===== config.mk =====
export PLATFORM = sky130hd
export DESIGN_NAME = poly_synth_core
export DESIGN_NICKNAME = d
export VERILOG_FILES = /design/src/rtl/synth_pkg.sv /design/src/rtl/synth_voice.sv /design/src/rtl/poly_synth_core.sv
export SDC_FILE = /design/constraint.sdc
export NUM_CORES = 1
export LEC_CHECK = 0
export ABC_AREA = 1
export BUFFER_PORTS_ARGS = -buffer_cell sky130_fd_sc_hd__buf_2
export CELL_PAD_IN_SITES_DETAIL_PLACEMENT = 1
export CELL_PAD_IN_SITES_GLOBAL_PLACEMENT = 1
export CORE_UTILIZATION = 40
export DETAILED_ROUTE_END_ITERATION = 10
export PLACE_DENSITY_LB_ADDON = 0.1
export SYNTH_ARGS = -nofsm -noshare
export SYNTH_HDL_FRONTEND = slang
export SYNTH_SLANG_ARGS = --single-unit

===== constraint.sdc =====
create_clock -name clk -period 5.3 [get_ports clk]
set_input_delay 0.265 -clock clk [delete_from_list [all_inputs] [get_ports clk]]
set_output_delay 0.265 -clock clk [all_outputs]
set_load 0.02 [all_outputs]

===== src/rtl/synth_pkg.sv =====
// synth_pkg: waveform mode type, note phase-increment table and optional sine LUT.
// The LUT is only compiled when SYNTH_SINE_EN is defined.
package synth_pkg;

   typedef enum logic [1:0] {
      SQUARE = 2'd0,
      SAW    = 2'd1,
      TRI    = 2'd2,
      SINE   = 2'd3
   } wave_mode_t;

   localparam int unsigned NUM_NOTES = 13;

   // round(f * 2^24 / 12 MHz), C4 .. C5
   localparam logic [9:0] NOTE_INC [NUM_NOTES] = '{
      10'd366, 10'd388, 10'd411, 10'd435, 10'd461, 10'd488, 10'd517,
      10'd548, 10'd581, 10'd615, 10'd652, 10'd690, 10'd732
   };

`ifdef SYNTH_SINE_EN
   // round(127 * sin(2*pi*i/256)) for i = 0..64
   localparam logic [6:0] SINE_Q [65] = '{
      7'd0,   7'd3,   7'd6,   7'd9,   7'd12,  7'd16,  7'd19,  7'd22,
      7'd25,  7'd28,  7'd31,  7'd34,  7'd37,  7'd40,  7'd43,  7'd46,
      7'd49,  7'd51,  7'd54,  7'd57,  7'd60,  7'd63,  7'd65,  7'd68,
      7'd71,  7'd73,  7'd76,  7'd78,  7'd81,  7'd83,  7'd85,  7'd88,
      7'd90,  7'd92,  7'd94,  7'd96,  7'd98,  7'd100, 7'd102, 7'd104,
      7'd106, 7'd107, 7'd109, 7'd111, 7'd112, 7'd113, 7'd115, 7'd116,
      7'd117, 7'd118, 7'd120, 7'd121, 7'd122, 7'd122, 7'd123, 7'd124,
      7'd125, 7'd125, 7'd126, 7'd126, 7'd126, 7'd127, 7'd127, 7'd127,
      7'd127
   };

   function automatic logic [7:0] SINE_LUT(input logic [7:0] p);
      logic [6:0] idx;
      logic [6:0] q;
      // mirror the second quarter of each half-wave back onto the table
      idx = p[6] ? 7'(8'd128 - {1'b0, p[6:0]}) : p[6:0];
      q   = SINE_Q[idx];
      return p[7] ? (8'd127 - {1'b0, q}) : (8'd128 + {1'b0, q});
   endfunction
`endif

endpackage


===== src/rtl/synth_voice.sv =====
// synth_voice: one voice's key tracking, phase accumulator and waveshaper.
// mode SINE uses the package LUT only when SYNTH_SINE_EN is defined, else square.
module synth_voice
   import synth_pkg::*;
#(
   parameter int unsigned ACC_W    = 24,
   parameter int unsigned SAMPLE_W = 8,
   parameter int unsigned KEY_W    = 4
) (
   input  logic                clk,
   input  logic                rst,
   input  logic                en,
   input  logic                key_valid,
   input  logic [KEY_W-1:0]    key,
   input  logic [1:0]          octave,
   input  wave_mode_t          mode,
   output logic [SAMPLE_W-1:0] sample
);

   logic [KEY_W-1:0]    key_q;
   logic                active_q;
   logic [ACC_W-1:0]    phase;
   logic [ACC_W-1:0]    step;
   logic [SAMPLE_W-1:0] p;
   logic [SAMPLE_W-1:0] tri_up;
   logic [SAMPLE_W-1:0] shaped;

   assign step   = ACC_W'(NOTE_INC[key_q]) << octave;
   assign p      = phase[ACC_W-1 -: SAMPLE_W];
   assign tri_up = {p[SAMPLE_W-2:0], 1'b0};

   always_comb begin
      shaped = '0;
      case (mode)
         SAW:     shaped = p;
         TRI:     shaped = p[SAMPLE_W-1] ? ~tri_up : tri_up;
`ifdef SYNTH_SINE_EN
         SINE:    shaped = SAMPLE_W'({SINE_LUT(phase[ACC_W-1 -: 8]), {SAMPLE_W{1'b0}}} >> 8);
`endif
         default: shaped = p[SAMPLE_W-1] ? '0 : '1;
      endcase
   end

   always_ff @(posedge clk or posedge rst) begin
      if (rst) begin
         key_q    <= '0;
         active_q <= 1'b0;
         phase    <= '0;
         sample   <= '0;
      end else begin
         // allocation tracking runs regardless of en; only accumulation is gated
         if (!key_valid) begin
            active_q <= 1'b0;
            phase    <= '0;
         end else if (!active_q || key != key_q) begin
            active_q <= 1'b1;
            key_q    <= key;
            phase    <= '0;
         end else if (en) begin
            phase <= phase + step;
         end
         if (en) begin
            sample <= active_q ? shaped : '0;
         end
      end
   end

endmodule


===== src/rtl/poly_synth_core.sv =====
// poly_synth_core: key allocator, VOICES x synth_voice, mixer and PWM output stage.
// Define SYNTH_SINE_EN to enable the sine waveform for mode 3.
module poly_synth_core
   import synth_pkg::*;
#(
   parameter int unsigned VOICES   = 4,
   parameter int unsigned NKEYS    = 13,
   parameter int unsigned ACC_W    = 24,
   parameter int unsigned SAMPLE_W = 8
) (
   input  logic                         clk,
   input  logic                         rst,
   input  logic                         en,
   input  logic [NKEYS-1:0]             keys,
   input  logic [1:0]                   mode,
   input  logic [1:0]                   octave,
   output logic [SAMPLE_W-1:0]          sample_o,
   output logic [$clog2(VOICES+1)-1:0]  active_voices,
   output logic                         pwm_o
);

   localparam int unsigned KEY_W  = $clog2(NKEYS);
   localparam int unsigned MIX_SH = $clog2(VOICES);
   localparam int unsigned MIX_W  = SAMPLE_W + MIX_SH;
   localparam int unsigned AV_W   = $clog2(VOICES+1);

   logic [KEY_W-1:0]    alloc_key [VOICES];
   logic [VOICES-1:0]   alloc_valid;
   logic [AV_W-1:0]     alloc_count;
   logic [SAMPLE_W-1:0] voice_sample [VOICES];
   logic [MIX_W-1:0]    mix_sum;
   logic [SAMPLE_W-1:0] pwm_cnt;
   logic [SAMPLE_W-1:0] duty;

   // voice v takes the v-th lowest pressed key; rank = pressed keys below k
   always_comb begin : alloc_scan
      int unsigned rank;
      rank        = 0;
      alloc_valid = '0;
      for (int unsigned v = 0; v < VOICES; v++) alloc_key[v] = '0;
      for (int unsigned k = 0; k < NKEYS; k++) begin
         if (keys[k]) begin
            for (int unsigned v = 0; v < VOICES; v++) begin
               if (rank == v) begin
                  alloc_key[v]   = KEY_W'(k);
                  alloc_valid[v] = 1'b1;
               end
            end
            rank++;
         end
      end
   end

   always_comb begin
      alloc_count = '0;
      for (int unsigned v = 0; v < VOICES; v++) alloc_count = alloc_count + AV_W'(alloc_valid[v]);
   end

   for (genvar v = 0; v < VOICES; v++) begin : g_voice
      synth_voice #(
         .ACC_W    (ACC_W),
         .SAMPLE_W (SAMPLE_W),
         .KEY_W    (KEY_W)
      ) u_voice (
         .clk       (clk),
         .rst       (rst),
         .en        (en),
         .key_valid (alloc_valid[v]),
         .key       (alloc_key[v]),
         .octave    (octave),
         .mode      (wave_mode_t'(mode)),
         .sample    (voice_sample[v])
      );
   end

   always_comb begin
      mix_sum = '0;
      for (int unsigned v = 0; v < VOICES; v++) mix_sum = mix_sum + MIX_W'(voice_sample[v]);
   end

   // alloc_count equals the popcount of every voice's active flag after this edge
   always_ff @(posedge clk or posedge rst) begin
      if (rst) begin
         sample_o      <= '0;
         active_voices <= '0;
      end else begin
         active_voices <= alloc_count;
         if (en) sample_o <= SAMPLE_W'(mix_sum >> MIX_SH);
      end
   end

   always_ff @(posedge clk or posedge rst) begin
      if (rst) begin
         pwm_cnt <= '0;
         duty    <= '0;
         pwm_o   <= 1'b0;
      end else if (!en) begin
         pwm_cnt <= '0;
         pwm_o   <= 1'b0;
      end else begin
         pwm_cnt <= pwm_cnt + 1'b1;
         if (pwm_cnt == '1) duty <= sample_o;
         pwm_o <= (pwm_cnt < duty);
      end
   end

endmodule


Word-level counts from Yosys, hierarchy flattened
Memory sizes are Yosys's and may differ from the RTL's.
Index checks and enable logic that the tools add are counted.
{ "word_totals": {"reg_bits": 176, "romBits": 640, "inputBits": 20, "output_inout_bits": 12, "word_cells": 319, "mem_count": 4} }
{ "op_classes": {"n_addsub": 22, "order_cmp": 5, "eq_ne": 51, "n_shift": 4, "mux": 179, "n_bitwise": 8, "reduce_logical": 25} }
{ "memory_table": {"columns": ["memory", "words", "width", "rd", "rd_clocked_by_memory_dff", "write_ports", "line_no", "rtl"], "rows": [
  ["(name not given)", 16, 10, 1, 0, 0, "synth_voice.sv:28", "assign step = ACC_W'(NOTE_INC[key_q]) << octave;"],
  ["(name not given)", 16, 10, 1, 0, 0, "synth_voice.sv:28", null],
  ["(name not given)", 16, 10, 1, 0, 0, "synth_voice.sv:28", null],
  ["(name not given)", 16, 10, 1, 0, 0, "synth_voice.sv:28", null]
]} }
{ "ops": {"columns": ["cell", "count"], "rows": [
  ["$eq A32 B2 Y1 const B", 24],
  ["$eq A32 B1 Y1 const B", 12],
  ["$logic_not A32 Y1", 12],
  ["$add A32 B1 Y32 const B", 11],
  ["$mux W32", 11],
  ["$mux W24", 12],
  ["$mux W4", 56],
  ["$mux W16", 11],
  ["$mux W8", 13],
  ["$add A24 B24 Y24", 4],
  ["$shl A10 B2 Y24", 4],
  ["$mux W10", 8],
  ["$pmux W8 S2", 4],
  ["$mux W1", 63],
  ["$not A8 Y8", 4],
  ["$ge A5 B5 Y1 const B", 4],
  ["$not A4 Y5", 4],
  ["$ne A4 B4 Y1", 4],
  ["$mux W13", 1],
  ["$ne A3 B2 Y1 const B", 4],
  ["$add A10 B8 Y10", 1],
  ["$add A9 B8 Y10", 1],
  ["$reduce_and A2 Y1", 5],
  ["$add A8 B8 Y9", 1],
  ["11 further kinds", 20]
]} }

Logic depth before layout (Yosys ltp)
Gate-level depths: netlist (run 1).
{ "logic_depth": {"depth_word": 30, "mapped_depth": 47, "ltp_nobuf": 47} }

By module
From an unflattened synthesis (run 1), not the netlist that was laid out.
{ "hier_totals": {"cells_unflattened": 2542, "hier_area_um2": 17062.6} }
{ "modules_own_cells": {"columns": ["mod", "n_inst", "cells_each", "area_each_um2", "seq_area_each_um2"], "rows": [
  ["synth_voice at g_voice[0].u_voice ...", 2, 466, 3105.5, 925.9],
  ["poly_synth_core", 1, 679, 4657.0, 700.7],
  ["synth_voice at g_voice[3].u_voice", 1, 462, 3113.0, 925.9],
  ["synth_voice at g_voice[2].u_voice", 1, 469, 3081.7, 925.9]
]} }

Least setup slack after synthesis (run 1)
OpenSTA, ideal clock, no wires.
{ "synth_path": {"path_type": "input-to-reg", "from": "in keys[0]", "to": "reg active_voices[1]", "setup_ns": 0.126, "arrival_ns": 7.424, "required_time_ns": 5.174, "setup_slack_ns": -2.250, "path_stages": 40, "path_buffers": 0, "cell_sequence": "fa_1 -> ha_1 -> nand2_1 -> nand2_1 -> ha_1 -> or2_1 -> nand2_1 -> inv_1 -> ha_1 -> nand2_1 -> nand2_1 -> ha_1 -> or2_2 -> nand2_1 -> ha_1 -> nand2_1 -> nand2_1 -> ha_1 -> [4 not listed] -> nand2_1 -> ha_1 -> or2_2 -> nand2_1 -> ha_1 -> nand2_1 -> nor2_2 -> nand3_1 -> nor2_2 -> nor2_2 -> nor2_8 -> nand4_4 -> nand2_1 -> nor2_2 -> fa_1 -> inv_1 -> ha_1 -> ha_1"} }
{ "synth_between": {"elab_chain_cells": 29, "word_cells_on_any_way": 135, "classes_between": "add/sub (14); eq/ne (36); mux (73); reduce/logical (12)"} }
{ "synth_lines": {"columns": ["element", "line_no", "rtl"], "rows": [
  ["start: declaration", "poly_synth_core.sv:14", "input logic [NKEYS-1:0] keys,"],
  ["$mux W1", "poly_synth_core.sv:42", "if (keys[k]) begin"],
  ["$add A32 B1 Y32, or another cell as far along", "poly_synth_core.sv:49", "rank++;"],
  ["$mux W32 or $mux W1 (tied branches)", "poly_synth_core.sv:42, poly_synth_core.sv:44", null],
  ["$add A32 B1 Y32, or another cell as far along", "poly_synth_core.sv:49", null],
  ["$mux W32 or $mux W1 (tied branches)", "poly_synth_core.sv:42, poly_synth_core.sv:44", null],
  ["$add A32 B1 Y32, or another cell as far along", "poly_synth_core.sv:49", null],
  ["$mux W32 or $mux W1 (tied branches)", "poly_synth_core.sv:42, poly_synth_core.sv:44", null],
  ["$add A32 B1 Y32, or another cell as far along", "poly_synth_core.sv:49", null],
  ["[14 not listed]", null, null],
  ["$mux W32 or $mux W1 (tied branches)", "poly_synth_core.sv:42, poly_synth_core.sv:44", null],
  ["$eq A32 B1 Y1, or another cell as far along", "poly_synth_core.sv:44", "if (rank == v) begin"],
  ["$mux W1", "poly_synth_core.sv:44", null],
  ["$mux W4 (*)", "poly_synth_core.sv:42", null],
  ["$add A1 B1 Y2", "poly_synth_core.sv:56", "for (int unsigned v = 0; v < VOICES; v++) alloc_count = alloc_count + AV_W'(alloc_valid[v]);"],
  ["$add A2 B1 Y3", "poly_synth_core.sv:56", null],
  ["$add A3 B1 Y3 (*)", "poly_synth_core.sv:56", null],
  ["via alloc_count[1]", "poly_synth_core.sv:29", "logic [AV_W-1:0] alloc_count;"],
  ["end signal: assignment", "poly_synth_core.sv:87", "active_voices <= alloc_count;"],
  ["end: declaration", "poly_synth_core.sv:18", "output logic [$clog2(VOICES+1)-1:0] active_voices,"]
]} }
Mark *: on every way through the listed nets, which the timed path passes. The rest lies on a longest branch.
A chain may end at the register's enable or synchronous reset.

Worst setup path in the final report (run 1)
{ "layout_path": {"from": "in keys[1]", "to": "reg active_voices[1]"} }
{ "layout_between": {"elab_chain_cells": 27, "word_cells_on_any_way": 124, "classes_between": "add/sub (13); eq/ne (33); mux (67); reduce/logical (11)"} }
{ "layout_lines": {"columns": ["element", "line_no"], "rows": [
  ["$mux W32", "poly_synth_core.sv:42"],
  ["$add A32 B1 Y32, or another cell as far along", "poly_synth_core.sv:49"],
  ["$mux W32 or $mux W1 (tied branches)", "poly_synth_core.sv:42, poly_synth_core.sv:44"],
  ["$add A32 B1 Y32, or another cell as far along", "poly_synth_core.sv:49"],
  ["$mux W32 or $mux W1 (tied branches)", "poly_synth_core.sv:42, poly_synth_core.sv:44"],
  ["$add A32 B1 Y32, or another cell as far along", "poly_synth_core.sv:49"],
  ["$mux W32 or $mux W1 (tied branches)", "poly_synth_core.sv:42, poly_synth_core.sv:44"],
  ["$add A32 B1 Y32, or another cell as far along", "poly_synth_core.sv:49"],
  ["[12 not listed]", null],
  ["$mux W32 or $mux W1 (tied branches)", "poly_synth_core.sv:42, poly_synth_core.sv:44"],
  ["$eq A32 B1 Y1, or another cell as far along", "poly_synth_core.sv:44"],
  ["$mux W1", "poly_synth_core.sv:44"],
  ["$mux W4 (*)", "poly_synth_core.sv:42"],
  ["$add A1 B1 Y2", "poly_synth_core.sv:56"],
  ["$add A2 B1 Y3", "poly_synth_core.sv:56"],
  ["$add A3 B1 Y3 (*)", "poly_synth_core.sv:56"],
  ["via alloc_count[1]", "poly_synth_core.sv:29"]
]} }
Marked as above.

==> results of run 1 <==
path summary, 6_finish.rpt:
check / to / slack (ns) / cells after the start
setup / recovery: active_voices[1] / -0.86 / 41
hold / removal: g_voice[0].u_voice.sample[0] / 0.32 / 2
setup reg to reg: g_voice[2].u_voice.phase[22] / 0.27 / 27
hold reg to reg: duty[1] / 0.49 / 2
max in group asynchronous: active_voices[1] / 3.72 / 4
min in group asynchronous: g_voice[2].u_voice.phase[15] / 0.34 / 3
layer usage:
metal | GRT usage (%) | vias up | wire length, um
li1 | - | 7239 | -
met3 | 3.11 | 44 | 923
met4 | 5.60 | 2 | 716
met1 | 28.6 | 7076 | 20100
met2 | 43.0 | 101 | 23500
met5 | 0 | - | 19
report_power, final:
| part | total (uW) | internal, uW | leakage, uW | switching, uW |
|---|---|---|---|---|
| logic | 5170 | 2110 | 0.00656 | 3070 |
| registers | 1860 | 1580 | 0.00232 | 282 |
| clock network | 1300 | 669 | 0.000280 | 627 |
| total | 8330 | 4350 | 0.00917 | 3980 |
cell families after synthesis:
logic type / Yosys count / synth area share, %
buffers and inverters: 294 / 7.66
and+or+nand+nor: 968 / 29.3
DFF: 176 / 28.9
xor gates and xnor gates: 74 / 4.26
muxes: 12 / 0.790
adders and majority gates: 159 / 14.2
AOI/OAI and AO/OA: 419 / 14.8
critical path, delay by kind of cell:
family | cells | cell delay, ns
adders and majority gates | 13 | 3.38
buffers and inverters | 3 | 0.20
and+or+nand+nor | 25 | 2.65
layout by cell type (no fill, tap or decap), types with 45 or more instances in the layout:
| cell | Yosys | final |
|---|---|---|
| buf_4 | 2 | 155 |
| nor2_1 | 219 | 156 |
| nor2_4 | 5 | 71 |
| a21oi_1 | 96 | 96 |
| nand3_1 | 120 | 106 |
| xor2_1 | 45 | 45 |
| dfrtp_1 | 176 | 176 |
| o21ai_0 | 247 | 246 |
| nand2_1 | 469 | 419 |
| nor2_2 | 57 | 54 |
| ha_1 | 137 | 125 |
| inv_1 | 204 | 199 |
per-stage QoR:
step	hold WS (ns)	instances	power (uW)	area (um^2)	setup TNS [ns]
5_1_grt	0.355	2805	9070	19200	-104.49
3_5_place_dp	0.298	2732	6150	17200	-146.37
4_1_cts	0.300	2786	7880	18300	-72.62
6_report	0.319	2805	8330	19200	-77.88
2_1_floorplan	0.453	2102	4850	15500	-94.66
3_3_place_gp	0.299	2732	5980	17200	-126.98
timing repair:
action	in CTS	in global routing
setup buffers	17	22
endpoints found under the hold margin	52	0
pin swaps	18	44
setup endpoints to repair	119	119
resized for setup	77	180
gates cloned	5	6
hold buffers	1	0
cell type report:
cell class	instances	area (um^2)
well taps	511	639
clock inverters	13	149
inverters	223	862
fillers	4663	18300
clock buffers	19	433
flip-flops and latches	176	4400
repair buffers	231	2040
multi-input cells	1632	10700
registers in the layout (all words and copies together), names as in the netlist:
register,count
pwm_cnt,8
pwm_o,1
sample_o,8
g_voice.u_voice.sample,32
g_voice.u_voice.key_q,16
active_voices,3
duty,8
g_voice.u_voice.phase,96
g_voice.u_voice.active_q,4
==> out/qor.csv, run 1 <==
metric,value,unit
ys_async_sr_fraction,100,%
via_count,14500,
synthTopCellsByCount,"nand2_1 (469), o21ai_0 (247), nor2_1 (219)",
worst_pin_slew,1.17,ns
ys.warnings.count,0,
routedWlPerCell,16.1,um
fin_nets,2460,
finalCritPeriodShare,116,%
crit_fanout,4,
pre_cts_ws,-1.52,ns
root_buffer,clkbuf_16,
num_rows,71,
grt_max_degree,64,
antenna_left,0,
syn-cell-area,15200,um^2
yosysUniqueCellTypes,53,
arrival,6.51,ns
cp_slowest_cell,fa_1,
hold_path_startpoint,en,
antenna_cells,0,
cts_buffers,17,
relSlewSlack,22.1,%
fin_util,51.2,%
num_io_pins,32,
yosysSeqAreaShare,28.9,%
synth_area_leaders,"dfrtp_1 (29%), nand2_1 (12%), ha_1 (11%), o21ai_0 (8.1%), nor2_1 (5.4%)",
clock_sinks,176,
avgSynthCellArea,7.24,um^2
clkTransAtPathRegs,0.07,ns
clk_latency,0.46,ns
synth_top_area_cell,dfrtp_1,
drt_iter0_drc,501,
grt_overflow_total,0,
coreArea,37600,um^2
wl,45.3,mm
path_class,input pin to flip-flop,
dp_hpwl,32.5,mm
areaGrowthSynthToFinish,26.4,%
synthMostInstantiatedCell,nand2_1,
via_per_inst,5.16,
critical_path_required,5.65,ns
synthCells,2102,
port_buffers,31,
die_area,38800,um^2
crit_path_frequent_cell,nand2_4,
min_path_type,input pin to flip-flop,
gr-usage-all-layers,23.4,%
violations,negative setup slack,
skew,0.0117,ns
start_util,40.5,%
grt_pass1_wl,73.6,mm
fin_ws,-0.862,ns
vdd_drop_max,0.301,mV
die_w,197,um
h-tree-depth,4,
p_per_area,433,nW/um^2
critPathLaunch,keys[1],
slew_viol_final,0,
synth_nets,2281,
drcViolationCount,0,
cts_buffer_depth,2,
rsz0062_at_grt,true,
gp_congestion,0.819,
chipHeight,197,um
fin_crit,6.16,ns
finalHoldViolations,0,
first_global_vias,15000,
cts_tree,built,
fmax,0.162,GHz
dr.pass1.iters,4,
p_leak,0.00917,uW
endpoint_kind,flip-flop,
antenna_found_initial,1,
status,"finished, violations left",
synth_top_area_share,28.9,%
ys_ff_latch,176,
setup-violations-final,118,
start_kind,input pin,
slowest_delay,0.57,ns
r2r-start,g_voice[2].u_voice.key_q[1],
synth_edf_count,0,
max_cap_viol_count,0,
synthFlopType,dfrtp_1,
layout-drive-gt1-share,23.7,%
Note: power is estimated with default switching activity, not from simulation.
==> run 2: changes to the inputs <==
CORE_MARGIN = 2   (was not set)
==> run 2 against run 1 <==
Effect of this change: the run still ends with negative setup slack left; global-route usage grew 0.22 points; core utilization grew 0.33 points; sequential cell count did not move; total power up 2.5%; register-to-register slack worse by 0.05 ns; critical path depth is 2 higher; clock power up 6%; sequential power hardly changed; die area rose by 2.0%.
==> out/qor.csv, run 2 (synthesis gave the netlist of run 1 again) <==
metric,value,unit,change
status,"finished, violations left",,unchanged
violations,negative setup slack,,unchanged
start_util,40.5,%,unchanged
cts_buffers,17,,unchanged
num_io_pins,32,,unchanged
antenna_found_initial,0,,was 1
r2r-end,g_voice[2].u_voice.phase[22],,unchanged
r2r-start,g_voice[2].u_voice.key_q[1],,unchanged
dp.cells,2734,,was 2732
clock_sinks,176,,unchanged
drt_iter0_drc,476,,was 501
grt_max_degree,74,,was 64
grt_pass1_wl,74.8,mm,was 73.6 mm
p_per_area,441,nW/um^2,was 433 nW/um^2
fin_ws,-0.941,ns,was -0.862 ns
crit_path_frequent_cell,nand2_4,,unchanged
reg_top3,"g_voice.u_voice.phase x96, g_voice.u_voice.sample x32, g_voice.u_voice.key_q x16",,unchanged
comb_power_share,62.0,%,was 62.1%
fin_util,51.5,%,was 51.2%
relSlewSlack,30.0,%,was 22.1%
via_count,14600,,was 14500
via_per_inst,5.18,,was 5.16
chipHeight,199,um,was 197 um
swShare,47.4,%,was 47.8%
p_clk_share,16.1,%,was 15.6%
min_path_type,input pin to flip-flop,,unchanged
layout-drive-gt1-share,24.9,%,was 23.7%
coreArea,37600,um^2,unchanged
dr.pass1.iters,5,,was 4
finalCritPeriodShare,118,%,was 116%
largest_register,g_voice.u_voice.phase,,unchanged
start_kind,input pin,,unchanged
crit_path_end,active_voices[1],,unchanged
fin_crit,6.24,ns,was 6.16 ns
vdd_drop_max,0.294,mV,was 0.301 mV
setup-violations-final,119,,was 118
root_buffer,clkbuf_16,,unchanged
clkTransAtPathRegs,0.07,ns,about the same
p_leak,0.00922,uW,was 0.00917 uW
arrival,6.60,ns,was 6.51 ns
most-common-layout-cells,"nand2_1 (411), o21ai_0 (246), inv_1 (195)",,"was nand2_1 (419), o21ai_0 (246), inv_1 (199)"
fmax,0.160,GHz,was 0.162 GHz
fin_nets,2470,,was 2460
max_cap_viol_count,0,,unchanged
reg2regPathDepth,27,,unchanged
fillers,4643,,was 4663
num_rows,71,,unchanged
worst_pin_slew,1.05,ns,was 1.17 ns
rsz0062_at_grt,true,,unchanged
h-tree-depth,4,,unchanged
crit_fanout,4,,unchanged
finalHoldViolations,0,,unchanged
antenna_left,0,,unchanged
detailed_place.area,17200,um^2,about the same
die_area,39600,um^2,was 38800 um^2
critPathLaunch,keys[1],,unchanged
cts_buffer_depth,2,,unchanged
cts_tree,built,,unchanged
dp_hpwl,32.9,mm,was 32.5 mm
skew,0.0106,ns,was 0.0117 ns
gr-usage-all-layers,23.6,%,was 23.4%
routedWlPerCell,16.8,um,was 16.1 um
grt_overflow_total,0,,unchanged
reg2reg_slack,0.22,ns,was 0.27 ns
drcViolationCount,0,,unchanged
critical_path_required,5.66,ns,was 5.65 ns
final_common_cell,nand2_1,,unchanged
design_area,19400,um^2,was 19200 um^2
cp_slowest_cell,fa_2,,was fa_1
first_global_vias,15100,,was 15000
slew_viol_final,0,,unchanged
endpoint_kind,flip-flop,,unchanged
gp_congestion,0.825,,was 0.819
p_seq_share,21.8,%,was 22.3%
areaGrowthSynthToFinish,27.3,%,was 26.4%
total_power,8540,uW,was 8330 uW
cp.depth,43,,was 41
antenna_cells,0,,unchanged
p_int,4490,uW,was 4350 uW
crit_buf_inv,6,,was 3
final_cells,2815,,was 2805
switchingPower,4040,uW,was 3980 uW
clk_latency,0.46,ns,about the same
crit_family,adder cells,,unchanged
largest_reg_flops,96,,unchanged
path_class,input pin to flip-flop,,unchanged
die_w,199,um,was 197 um
pre_cts_ws,-1.47,ns,was -1.52 ns
slowest_delay,0.62,ns,was 0.57 ns
wl,47.2,mm,was 45.3 mm
port_buffers,31,,unchanged
## run 2: cell count changes in the layout (fill, tap and decap cells not counted), moves of 4 or more
cell       before  now
inv_2          16   20
nand2_2        44   54
nand3_2        20   24
inv_8           6    2
clkbuf_16      24   19
buf_12          6   13
inv_1         199  195
nand2_1       419  411
buf_4         155  164
## run 2: worst register-to-register path, stage by stage, from the launching register on
cell      delay (ns)
dfrtp_1         0.50
inv_1           0.17
nor2_1          0.20
nor2_1          0.08
a22oi_1         0.22
inv_1           0.06
o21ai_0         0.21
o21ai_0         0.13
ha_1            0.35
nand2_1         0.08
o21ai_0         0.29
a21oi_1         0.13
o21bai_1        0.23
a21oi_1         0.10
o21bai_1        0.21
a21oi_1         0.10
o21ai_0         0.28
nand3_1         0.11
nand2_1         0.13
nand3_1         0.09
nand2_1         0.15
inv_1           0.06
nor2_1          0.23
nand4_1         0.20
nor3_1          0.30
nand3_1         0.14
xor2_1          0.16
nor2_1          0.10
## run 2: layout make-up
type,instances,area [um^2],share of cell area (%)
multi-input cells,1632,10700,55.4
flip-flops and latches,176,4400,22.7
repair buffers,241,2110,10.9
inverters,223,865,4.47
well taps,511,639,3.30
clock buffers,19,443,2.29
clock inverters,13,174,0.898
## run 2: worst min-delay path by stage
stage / startpoint / end / depth (start not counted)
6_report: en / g_voice[2].u_voice.phase[13] / 4
2_1_floorplan: g_voice[3].u_voice.sample[0] / g_voice[3].u_voice.sample[0] / 2
3_5_place_dp: rst / g_voice[2].u_voice.phase[19] / 2
3_3_place_gp: rst / g_voice[2].u_voice.phase[19] / 2
4_1_cts: en / g_voice[3].u_voice.phase[1] / 3
5_1_grt: en / g_voice[0].u_voice.phase[14] / 4
## run 2: power groups by stage
stage | Combinational [uW] | Clock, uW | Sequential [uW]
after floorplan | 3050 | 0 | 1790
after global placement | 4110 | 0 | 1860
after detailed placement | 4280 | 0 | 1870
after CTS | 4900 | 1410 | 1850
after global routing | 5910 | 1460 | 1900
final | 5300 | 1380 | 1860
## run 2: repair_timing
action | CTS | global route
hold buffers | 1 | 0
endpoints found under the hold margin | 52 | 0
resized for setup | 113 | 173
setup buffers | 26 | 32
pin swaps | 19 | 53
endpoints found under the setup margin | 119 | 119
gates cloned | 8 | 2
## run 2: per-stage QoR
step / hold slack [ns] / setup TNS, ns
6_report: 0.345 / -92.36
5_1_grt: 0.351 / -115.81
4_1_cts: 0.277 / -76.96
3_5_place_dp: 0.327 / -141.26
3_3_place_gp: 0.321 / -124.45
2_1_floorplan: 0.453 / -94.66
## run 2: layer usage
metal | up-vias | wire length [um] | track usage [%] | share of wire (%)
met5 | - | 0 | 0 | 0
met4 | 0 | 729 | 4.75 | 1.5
met3 | 47 | 664 | 2.90 | 1.4
met2 | 86 | 25000 | 44.1 | 53
met1 | 7169 | 20800 | 28.9 | 44
li1 | 7268 | - | - | -
==> run 3: changes to the inputs <==
--- a/config.mk
+++ b/config.mk
@@ -14,3 +14,3 @@
 export DETAILED_ROUTE_END_ITERATION = 10
-export PLACE_DENSITY_LB_ADDON = 0.1
+export PLACE_DENSITY = 0.84
 export SYNTH_ARGS = -nofsm -noshare
--- a/constraint.sdc
+++ b/constraint.sdc
@@ -3,2 +3,2 @@
 set_output_delay 0.265 -clock clk [all_outputs]
-set_load 0.02 [all_outputs]
+set_load 0.1 [all_outputs]
==> run 3 against run 2 <==
Effect of this change: the flow still finishes with violations (negative setup slack); largest cell class unchanged; largest power group unchanged; critical endpoint unchanged; global-route usage is 1.8 points higher; register-to-register slack worse by 0.56 ns; sequential power hardly changed; total power is 5.9% higher; setup slack worse by 0.21 ns.
==> out/qor.csv, run 3 (synthesis gave the netlist of run 1 again) <==
metric,value,unit,change
cp_slowest_cell,fa_1,,was fa_2
fin_crit,6.46,ns,was 6.24 ns
drcViolationCount,0,,unchanged
slowest_delay,0.56,ns,was 0.62 ns
r2r-end,g_voice[3].u_voice.phase[22],,was g_voice[2].u_voice.phase[22]
r2r-start,g_voice[3].u_voice.key_q[1],,was g_voice[2].u_voice.key_q[1]
finalCritPeriodShare,122,%,was 118%
final_common_cell,nand2_1,,unchanged
grt_overflow_total,0,,unchanged
wl,52.9,mm,was 47.2 mm
reg2regPathDepth,28,,was 27
design_area,19300,um^2,was 19400 um^2
dp_hpwl,33.1,mm,was 32.9 mm
p_seq_share,20.7,%,was 21.8%
fillers,4631,,was 4643
num_rows,71,,unchanged
areaGrowthSynthToFinish,26.9,%,was 27.3%
gr-usage-all-layers,25.4,%,was 23.6%
switchingPower,4580,uW,was 4040 uW
grt_pass1_wl,81.2,mm,was 74.8 mm
die_w,199,um,unchanged
routedWlPerCell,18.8,um,was 16.8 um
grt_max_degree,74,,unchanged
fin_nets,2471,,was 2470
relSlewSlack,21.9,%,was 30.0%
most-common-layout-cells,"nand2_1 (408), o21ai_0 (246), inv_1 (197)",,"was nand2_1 (411), o21ai_0 (246), inv_1 (195)"
swShare,50.6,%,was 47.4%
rsz0062_at_grt,true,,unchanged
cts_buffer_depth,2,,unchanged
crit_fanout,4,,unchanged
min_path_type,input pin to flip-flop,,unchanged
reg2reg_slack,-0.34,ns,was 0.22 ns
antenna_cells,0,,unchanged
skew,0.0163,ns,was 0.0106 ns
finalHoldViolations,0,,unchanged
comb_power_share,64.2,%,was 62.0%
clk_latency,0.47,ns,was 0.46 ns
setup-violations-final,119,,unchanged
crit_buf_inv,4,,was 6
status,"finished, violations left",,unchanged
p_int,4470,uW,was 4490 uW
first_global_vias,16400,,was 15100
pre_cts_ws,-1.62,ns,was -1.47 ns
clock_sinks,176,,unchanged
largest_reg_flops,96,,unchanged
drt_iter0_drc,771,,was 476
detailed_place.area,17200,um^2,about the same
antenna_found_initial,0,,unchanged
reg_top3,"g_voice.u_voice.phase x96, g_voice.u_voice.sample x32, g_voice.u_voice.key_q x16",,unchanged
num_io_pins,32,,unchanged
p_per_area,468,nW/um^2,was 441 nW/um^2
fmax,0.155,GHz,was 0.160 GHz
h-tree-depth,4,,unchanged
p_leak,0.00924,uW,was 0.00922 uW
fin_util,51.4,%,was 51.5%
hold_path_startpoint,en,,unchanged
cts_tree,built,,unchanged
coreArea,37600,um^2,unchanged
path_class,input pin to flip-flop,,unchanged
crit_path_frequent_cell,nand2_4,,unchanged
slew_viol_final,0,,unchanged
dr.pass1.iters,5,,unchanged
multiInputGateArea,10700,um^2,about the same
vdd_drop_max,0.309,mV,was 0.294 mV
start_kind,input pin,,unchanged
p_clk_share,15.1,%,was 16.1%
critPathLaunch,keys[2],,was keys[1]
total_power,9040,uW,was 8540 uW
cp.depth,42,,was 43
root_buffer,clkbuf_16,,unchanged
port_buffers,31,,unchanged
start_util,40.5,%,unchanged
chipHeight,199,um,unchanged
worst_pin_slew,1.17,ns,was 1.05 ns
clkTransAtPathRegs,0.08,ns,was 0.07 ns
crit_family,adder cells,,unchanged
endpoint_kind,flip-flop,,unchanged
largest_register,g_voice.u_voice.phase,,unchanged
arrival,6.82,ns,was 6.60 ns
die_area,39600,um^2,unchanged
violations,negative setup slack,,unchanged
via_per_inst,5.46,,was 5.18
fin_ws,-1.16,ns,was -0.941 ns
critical_path_required,5.67,ns,was 5.66 ns
via_count,15400,,was 14600
cts_buffers,17,,unchanged
regArea,4400,um^2,unchanged
antenna_left,0,,unchanged
gp_congestion,0.858,,was 0.825
crit_path_end,active_voices[1],,unchanged
holdWs,0.411,ns,was 0.345 ns
layout-drive-gt1-share,24.0,%,was 24.9%
max_cap_viol_count,0,,unchanged
## run 3: changes by cell type in the layout (fill, tap and decap cells not counted), sizes merged
cell    delta
bufinv     -2
clkinv     +2
buf        -1
bufbuf     +1
inv        +1
## run 3: worst min path at each step
stage	endpoint	slack, ns	cells after the start
after floorplan	g_voice[3].u_voice.sample[0]	0.45	2
after global placement	g_voice[2].u_voice.phase[8]	0.45	2
after detailed placement	g_voice[2].u_voice.phase[4]	0.45	2
after CTS	g_voice[3].u_voice.phase[0]	0.40	3
after global routing	g_voice[3].u_voice.phase[6]	0.46	3
final	g_voice[3].u_voice.phase[0]	0.41	3
## run 3: timing repair
| action | 4_1_cts | 5_1_grt |
|---|---|---|
| setup buffers | 24 | 24 |
| cloned | 9 | 1 |
| hold endpoints to repair | 59 | 0 |
| pin swaps | 38 | 45 |
| endpoints found under the setup margin | 119 | 119 |
| hold buffers | 1 | 0 |
| gates resized for setup | 119 | 127 |
## run 3: routing by layer
| metal | vias to the layer above | GRT usage, % | wire length [um] |
|---|---|---|---|
| li1 | 7264 | - | - |
| met1 | 7686 | 29.8 | 21800 |
| met2 | 280 | 47.4 | 27800 |
| met3 | 145 | 3.20 | 1320 |
| met4 | 0 | 8.76 | 2030 |
| met5 | - | 0 | 0 |
## run 3: layout make-up
type | count | share of cell area (%)
clock buffers | 18 | 2.27
clock inverters | 14 | 0.862
inverters | 223 | 4.44
multi-input cells | 1632 | 55.2
flip-flops and latches | 176 | 22.8
well taps | 511 | 3.31
repair buffers | 242 | 11.1
## run 3: metrics by stage
step | TNS (ns) | instances
final | -114.36 | 2816
after global routing | -139.58 | 2816
after CTS | -89.09 | 2798
after detailed placement | -155.27 | 2733
after global placement | -121.77 | 2733
after floorplan | -94.66 | 2102
## run 3: power by group through the flow
stage               Clock [uW]  Sequential [uW]  Combinational, uW
finish                    1370             1870               5800
global route              1420             1900               6330
CTS                       1370             1850               5210
detailed placement           0             1870               4530
global placement             0             1860               4260
floorplan                    0             2040               3060
## run 3: worst min-delay path: cells and delay by family
kind	cells	cell delay [ns]
buffers and inverters	1	0.28
muxes	1	0.22
and+or+nand+nor	1	0.06
